### src/rtl/clock_pkg.sv
// rtl/clock_pkg.sv - shared clocking types and default bring-up timing constants
package clock_pkg;

  typedef enum logic [2:0] {
    PLL_RST,
    WAIT_LOCK,
    STABILIZE,
    REL_MEM,
    RUN,
    SOFT_RST
  } rst_seq_state_t;

  localparam int unsigned DEF_SYNC_STAGES      = 2;
  localparam int unsigned DEF_PLL_RST_CYCLES   = 8;
  localparam int unsigned DEF_LOCK_TIMEOUT     = 65536;
  localparam int unsigned DEF_STABLE_CYCLES    = 256;
  localparam int unsigned DEF_MEM_TO_SYS_DELAY = 16;
  localparam int unsigned DEF_SOFT_RST_CYCLES  = 32;

  localparam int unsigned RETRY_W = 4;

  function automatic int unsigned max2(input int unsigned a, input int unsigned b);
    return (a > b) ? a : b;
  endfunction

endpackage

### src/rtl/reset_sequencer_if.sv
// rtl/reset_sequencer_if.sv - lock/soft-reset inputs and reset outputs of the bring-up sequencer
interface reset_sequencer_if;
  import clock_pkg::*;

  logic               locked_i;
  logic               soft_rst_req_i;
  logic               pll_rst_o;
  logic               mem_rst_n_o;
  logic               sys_rst_n_o;
  logic               ready_o;
  logic [RETRY_W-1:0] retry_cnt_o;

  modport slave (
    input  locked_i,
    input  soft_rst_req_i,
    output pll_rst_o,
    output mem_rst_n_o,
    output sys_rst_n_o,
    output ready_o,
    output retry_cnt_o
  );

  modport master (
    output locked_i,
    output soft_rst_req_i,
    input  pll_rst_o,
    input  mem_rst_n_o,
    input  sys_rst_n_o,
    input  ready_o,
    input  retry_cnt_o
  );

endinterface

### src/rtl/bit_synchronizer.sv
// rtl/bit_synchronizer.sv - async-reset flop chain bringing a single asynchronous bit into clk_i
module bit_synchronizer #(
  parameter int unsigned STAGES = 2
) (
  input  logic clk_i,
  input  logic rst_n_i,
  input  logic d_i,
  output logic q_o
);

  logic [STAGES-1:0] sync_q;

  always_ff @(posedge clk_i or negedge rst_n_i) begin
    if (!rst_n_i) begin
      sync_q <= '0;
    end else begin
      sync_q <= {sync_q[STAGES-2:0], d_i};
    end
  end

  assign q_o = sync_q[STAGES-1];

endmodule

### src/rtl/reset_sequencer.sv
// rtl/reset_sequencer.sv - PLL reset pulse, lock qualification and staged mem/sys reset release
module reset_sequencer
  import clock_pkg::*;
#(
  parameter int unsigned SYNC_STAGES      = DEF_SYNC_STAGES,
  parameter int unsigned PLL_RST_CYCLES   = DEF_PLL_RST_CYCLES,
  parameter int unsigned LOCK_TIMEOUT     = DEF_LOCK_TIMEOUT,
  parameter int unsigned STABLE_CYCLES    = DEF_STABLE_CYCLES,
  parameter int unsigned MEM_TO_SYS_DELAY = DEF_MEM_TO_SYS_DELAY,
  parameter int unsigned SOFT_RST_CYCLES  = DEF_SOFT_RST_CYCLES
) (
  input logic              ext_clk_i,
  input logic              rst_n_i,
  reset_sequencer_if.slave bus
);

  localparam int unsigned MAX_T = max2(max2(max2(PLL_RST_CYCLES, LOCK_TIMEOUT),
                                            max2(STABLE_CYCLES, MEM_TO_SYS_DELAY)),
                                       SOFT_RST_CYCLES);
  localparam int CNT_W = $clog2(MAX_T) + 1;

  localparam logic [CNT_W-1:0] PLL_LAST    = CNT_W'(PLL_RST_CYCLES - 1);
  localparam logic [CNT_W-1:0] TIMEOUT_LAST = CNT_W'(LOCK_TIMEOUT - 1);
  localparam logic [CNT_W-1:0] STABLE_LAST = CNT_W'(STABLE_CYCLES - 1);
  localparam logic [CNT_W-1:0] M2S_LAST    = CNT_W'(MEM_TO_SYS_DELAY - 1);
  localparam logic [CNT_W-1:0] SOFT_LAST   = CNT_W'(SOFT_RST_CYCLES - 1);

  rst_seq_state_t     state_q, state_d;
  logic [CNT_W-1:0]   cnt_q, cnt_d;
  logic [RETRY_W-1:0] retry_q, retry_d;
  logic               pll_rst_q, pll_rst_d;
  logic               mem_rst_n_q, mem_rst_n_d;
  logic               sys_rst_n_q, sys_rst_n_d;
  logic               ready_q, ready_d;
  logic               locked_s;

  bit_synchronizer #(
    .STAGES (SYNC_STAGES)
  ) u_lock_sync (
    .clk_i   (ext_clk_i),
    .rst_n_i (rst_n_i),
    .d_i     (bus.locked_i),
    .q_o     (locked_s)
  );

  // Lock loss is tested before soft reset and counter expiry in every locked state.
  always_comb begin
    state_d = state_q;
    retry_d = retry_q;
    case (state_q)
      PLL_RST: begin
        if (cnt_q == PLL_LAST) state_d = WAIT_LOCK;
      end
      WAIT_LOCK: begin
        if (locked_s) begin
          state_d = STABILIZE;
        end else if (cnt_q == TIMEOUT_LAST) begin
          state_d = PLL_RST;
          if (retry_q != '1) retry_d = retry_q + RETRY_W'(1);
        end
      end
      STABILIZE: begin
        if (!locked_s)                 state_d = WAIT_LOCK;
        else if (cnt_q == STABLE_LAST) state_d = REL_MEM;
      end
      REL_MEM: begin
        if (!locked_s)              state_d = WAIT_LOCK;
        else if (cnt_q == M2S_LAST) state_d = RUN;
      end
      RUN: begin
        if (!locked_s)               state_d = WAIT_LOCK;
        else if (bus.soft_rst_req_i) state_d = SOFT_RST;
      end
      SOFT_RST: begin
        if (!locked_s)               state_d = WAIT_LOCK;
        else if (cnt_q == SOFT_LAST) state_d = RUN;
      end
      default: state_d = PLL_RST;
    endcase

    cnt_d = '0;
    if (state_d == state_q && state_q != RUN) cnt_d = cnt_q + CNT_W'(1);

    // Outputs are decoded from the next state so they change on the transition edge.
    pll_rst_d   = (state_d == PLL_RST);
    mem_rst_n_d = (state_d == REL_MEM) || (state_d == RUN) || (state_d == SOFT_RST);
    sys_rst_n_d = (state_d == RUN);
    ready_d     = (state_d == RUN);
  end

  always_ff @(posedge ext_clk_i or negedge rst_n_i) begin
    if (!rst_n_i) begin
      state_q     <= PLL_RST;
      cnt_q       <= '0;
      retry_q     <= '0;
      pll_rst_q   <= 1'b1;
      mem_rst_n_q <= 1'b0;
      sys_rst_n_q <= 1'b0;
      ready_q     <= 1'b0;
    end else begin
      state_q     <= state_d;
      cnt_q       <= cnt_d;
      retry_q     <= retry_d;
      pll_rst_q   <= pll_rst_d;
      mem_rst_n_q <= mem_rst_n_d;
      sys_rst_n_q <= sys_rst_n_d;
      ready_q     <= ready_d;
    end
  end

  assign bus.pll_rst_o   = pll_rst_q;
  assign bus.mem_rst_n_o = mem_rst_n_q;
  assign bus.sys_rst_n_o = sys_rst_n_q;
  assign bus.ready_o     = ready_q;
  assign bus.retry_cnt_o = retry_q;

endmodule
### src/flat_wrapper.sv
// flat-port wrapper written by rule: the top's interface ports become plain ports
module reset_sequencer_flat import clock_pkg::*;
#(
  parameter int unsigned SYNC_STAGES      = DEF_SYNC_STAGES,
  parameter int unsigned PLL_RST_CYCLES   = DEF_PLL_RST_CYCLES,
  parameter int unsigned LOCK_TIMEOUT     = DEF_LOCK_TIMEOUT,
  parameter int unsigned STABLE_CYCLES    = DEF_STABLE_CYCLES,
  parameter int unsigned MEM_TO_SYS_DELAY = DEF_MEM_TO_SYS_DELAY,
  parameter int unsigned SOFT_RST_CYCLES  = DEF_SOFT_RST_CYCLES
)
  (ext_clk_i, rst_n_i, bus_locked_i, bus_soft_rst_req_i, bus_pll_rst_o, bus_mem_rst_n_o, bus_sys_rst_n_o, bus_ready_o, bus_retry_cnt_o);
  reset_sequencer_if bus_i ();
  input logic ext_clk_i;
  input logic rst_n_i;
  input wire logic [$bits(bus_i.locked_i)-1:0] bus_locked_i;
  input wire logic [$bits(bus_i.soft_rst_req_i)-1:0] bus_soft_rst_req_i;
  output wire logic [$bits(bus_i.pll_rst_o)-1:0] bus_pll_rst_o;
  output wire logic [$bits(bus_i.mem_rst_n_o)-1:0] bus_mem_rst_n_o;
  output wire logic [$bits(bus_i.sys_rst_n_o)-1:0] bus_sys_rst_n_o;
  output wire logic [$bits(bus_i.ready_o)-1:0] bus_ready_o;
  output wire logic [$bits(bus_i.retry_cnt_o)-1:0] bus_retry_cnt_o;
  assign bus_i.locked_i = bus_locked_i;
  assign bus_i.soft_rst_req_i = bus_soft_rst_req_i;
  assign bus_pll_rst_o = bus_i.pll_rst_o;
  assign bus_mem_rst_n_o = bus_i.mem_rst_n_o;
  assign bus_sys_rst_n_o = bus_i.sys_rst_n_o;
  assign bus_ready_o = bus_i.ready_o;
  assign bus_retry_cnt_o = bus_i.retry_cnt_o;
  reset_sequencer #(.SYNC_STAGES(SYNC_STAGES), .PLL_RST_CYCLES(PLL_RST_CYCLES), .LOCK_TIMEOUT(LOCK_TIMEOUT), .STABLE_CYCLES(STABLE_CYCLES), .MEM_TO_SYS_DELAY(MEM_TO_SYS_DELAY), .SOFT_RST_CYCLES(SOFT_RST_CYCLES)) u_core (.ext_clk_i(ext_clk_i), .rst_n_i(rst_n_i), .bus(bus_i));
endmodule
### config.mk
export PLATFORM = sky130hd
export DESIGN_NAME = reset_sequencer_flat
export DESIGN_NICKNAME = d
export VERILOG_FILES = /design/src/rtl/clock_pkg.sv /design/src/rtl/reset_sequencer_if.sv /design/src/rtl/bit_synchronizer.sv /design/src/rtl/reset_sequencer.sv /design/src/flat_wrapper.sv
export SDC_FILE = /design/constraint.sdc
export NUM_CORES = 1
export LEC_CHECK = 0
export ABC_AREA = 1
export CAP_MARGIN = 15
export CORE_MARGIN = 8
export CORE_UTILIZATION = 55
export DETAILED_ROUTE_END_ITERATION = 12
export PLACE_DENSITY_LB_ADDON = 0.25
export SLEW_MARGIN = 40
export SYNTH_ARGS = -nofsm -noshare
export SYNTH_HDL_FRONTEND = slang
export SYNTH_SLANG_ARGS = --single-unit
### constraint.sdc
create_clock -name ext_clk_i -period 3.4 [get_ports ext_clk_i]
set_input_delay 1.02 -clock ext_clk_i [delete_from_list [all_inputs] [get_ports ext_clk_i]]
set_output_delay 1.02 -clock ext_clk_i [all_outputs]
set_load 0.01 [all_outputs]
==> out/qor.txt <==
Vias/cell: 5.28
Mapped Cells: 179
kind of critical path: register to register
clock latency at the later pin of the worst-skew pair: 340 ps
Post-Synth Simple-Gate Area: 0.328
mux cell area share after synthesis: 0.00719
Die Wd: 69.3 um
area grow syn2layout: 13.9%
DRT Wirelength: 2.93 mm
Min-Delay Startpoint: u_core.u_lock_sync.sync_q[0]$_DFF_PN0_
Max Fclk: 329 MHz
Cell Area, Synth: 0.00157 mm^2
H-tree Lvls: 2
CP max FO: 17
Tcrit/Tclk final: 0.894
DP HPWL: 2.15 mm
syn avg cell area: 8.74 um^2
crit-path cells: ha_1 -> nand3_2 -> nor2_1 -> nand3_1 -> nor2_1 -> nand3_1 -> nor3b_1 -> ha_1 -> nand3b_1 -> nand2_1 -> inv_1 -> nand2_1 -> a21oi_2 -> nand3_2 -> nand2_2 -> nand3_4 -> nor2_2
initial DRC count: 107
outcome: finished clean
largest net degree at the start of global routing: 30
drt drc: 0
GPL Wtd Cong: 0.888
I/O pin count: 12
Yosys reg bits: 29
vias in the first global route: 1138
max-cap violations: 0
syn nets: 186
RSZ-0062 raised after global routing: false
Rel. slew slack: 0.761
maximum vdd drop: 0.612 mV
post_cts resized: 0
vias: 1198
gr ovfl total: 0
hold crit path type: register to register
num rows: 19
Pre-antenna DRT Iters: 4
Adder-Cell Fraction of Synth Area: 0.0240
I/O Buffers: 11
final setup violation count: 0
antenna violations before repair: 0
Num CTS Buffers: 5
Filler cells: 241
Initial Util: 0.573
crit path time final: 3040 ps
GR Util All Layers: 0.133
CTS Sinks: 29
CTS root buf: clkbuf_4
first-pass GRT wire length: 5.22 mm
register area share after synthesis: 0.464
Leak: 0.855 nW
Die Height: 69.3 um
Worst Path Arrival: 3300 ps
post-route antenna net violation count: 0
largest family of logic cells by synthesized area: simple AND/OR/NAND/NOR gates
Power per Cell Area: 556 mW/mm^2
nets: 202
worst clock skew: 16.0 ps
hold_buf cts: 0
routed length per instance: 12.9 um
CP Data Required Time: 3660 ps
multi-input logic area: 732 um^2
Crit path largest cell delay: 380 ps
Startpoint Class: register
Final Hold Viols: 0
clk slew on worst S/H paths: 90 ps
Sequential Area: 727 um^2
TNS Setup: 0 ps
Worst Setup SP: u_core.cnt_q[0]$_DFF_PN0_
post-CTS setup buffer count: 0
total power draw: 0.991 mW
R2R Path Start: u_core.cnt_q[0]$_DFF_PN0_
Diodes inserted: 0
CTS tree: yes
compound-gate portion of the synthesized area: 0.0192
share of cells above drive strength 1: 0.153
Final Cell Area: 0.00178 mm^2
clock tree buffer depth: 2
Synthesis Warnings: 0
xor and xnor area share after synthesis: 0.0895
Synth cell types: 29
die area: 0.00481 mm^2
Core ar.: 0.00273 mm^2
slowest CP cell: dfrtp_1
Worst Tran Pin Value: 358 ps
CP Capture Type: register
DP Area: 0.00170 mm^2
Final Max Tran Viols: 0
[routing by layer]
layer | up-vias | part of all wire | GRT usage
li1 | 608 | - | -
met1 | 550 | 0.45 | 0.156
met2 | 33 | 0.47 | 0.203
met3 | 7 | 0.059 | 0.0401
met4 | 0 | 0.022 | 0.0888
met5 | - | 0 | 0
[cells by family after synthesis]
logic type	after synthesis
and+or+nand+nor	101
DFF	29
muxes	1
xor gates and xnor gates	16
AOI/OAI and AO/OA	4
adders and majority gates	3
buffers and inverters	25
[power breakdown]
group          switching (mW)  internal (mW)  leakage [nW]
combinational           0.194         0.0818         0.417
clock                   0.121          0.176        0.0455
sequential             0.0367          0.382         0.392
[area by class of cell]
| class | instances | area share |
|---|---|---|
| multi-input combinational | 125 | 0.411 |
| sequential | 29 | 0.408 |
| timing repair buffer | 12 | 0.0660 |
| inverter | 22 | 0.0463 |
| clock buffer | 7 | 0.0309 |
| tap | 31 | 0.0218 |
| clock inverter | 1 | 0.0168 |
[synth_stat cells (all sizes together)]
master	instances	share of area
nor2	42	0.13
dfrtp	28	0.45
nand2	23	0.057
inv	22	0.053
nand3	18	0.072
xor2	12	0.067
nand4	8	0.036
nor3	6	0.019
xnor2	4	0.022
buf	3	0.015
ha	3	0.024
a21oi	2	0.0088
nor4	2	0.0080
dfstp	1	0.017
mux2	1	0.0072
nand3b	1	0.0048
nor3b	1	0.0048
o211ai	1	0.0048
o21ai	1	0.0056
[through the flow]
stage               instances  hold slack, ps  setup slack (ps)   util
floorplan                 179             331               765      -
global placement          219             334               571  0.621
detailed placement        219             337               382  0.621
CTS                       227             359               364  0.652
global route              227             368              33.9  0.652
finish                    227             358               360  0.652
[critical path: cells and delay by family, from the launching register on]
kind | cells | cell delay (ps)
buffers and inverters | 1 | 50
AOI/OAI and AO/OA | 1 | 160
and+or+nand+nor | 13 | 1930
adders and majority gates | 2 | 460
DFF | 1 | 380
[cells in the final DEF, fill, tap and decap left out, types with 3 or more instances in the layout]
cell type	instances
clkbuf_4	5
inv_1	21
nor3_1	6
xor2_1	12
nand2_1	22
ha_1	3
nor2_2	10
clkdlybuf4s50_1	11
dfrtp_1	28
nand3_1	15
nand4_1	7
nor2_1	30
xnor2_1	4
[flip-flops by register name (all words and copies together), names as in the netlist]
signal,flops
u_core.bus.mem_rst_n_o,1
u_core.bus.pll_rst_o,1
u_core.bus.retry_cnt_o,4
u_core.bus.sys_rst_n_o,1
u_core.cnt_q,17
u_core.state_q,3
u_core.u_lock_sync.sync_q,2
[worst paths after layout]
| path | end | slack (ps) | depth (start not counted) |
|---|---|---|---|
| hold reg to reg | u_core.u_lock_sync.sync_q[1]$_DFF_PN0_ | 360 | 0 |
| max in group asynchronous | u_core.bus.pll_rst_o$_DFF_PN1_ | 2050 | 2 |
| setup reg to reg | u_core.cnt_q[14]$_DFF_PN0_ | 360 | 17 |
| setup / recovery | u_core.cnt_q[14]$_DFF_PN0_ | 360 | 17 |
| min in group asynchronous | u_core.state_q[0]$_DFF_PN0_ | 1040 | 2 |
| hold / removal | u_core.u_lock_sync.sync_q[1]$_DFF_PN0_ | 360 | 0 |
No activity file was read; power rests on OpenSTA's default activity.
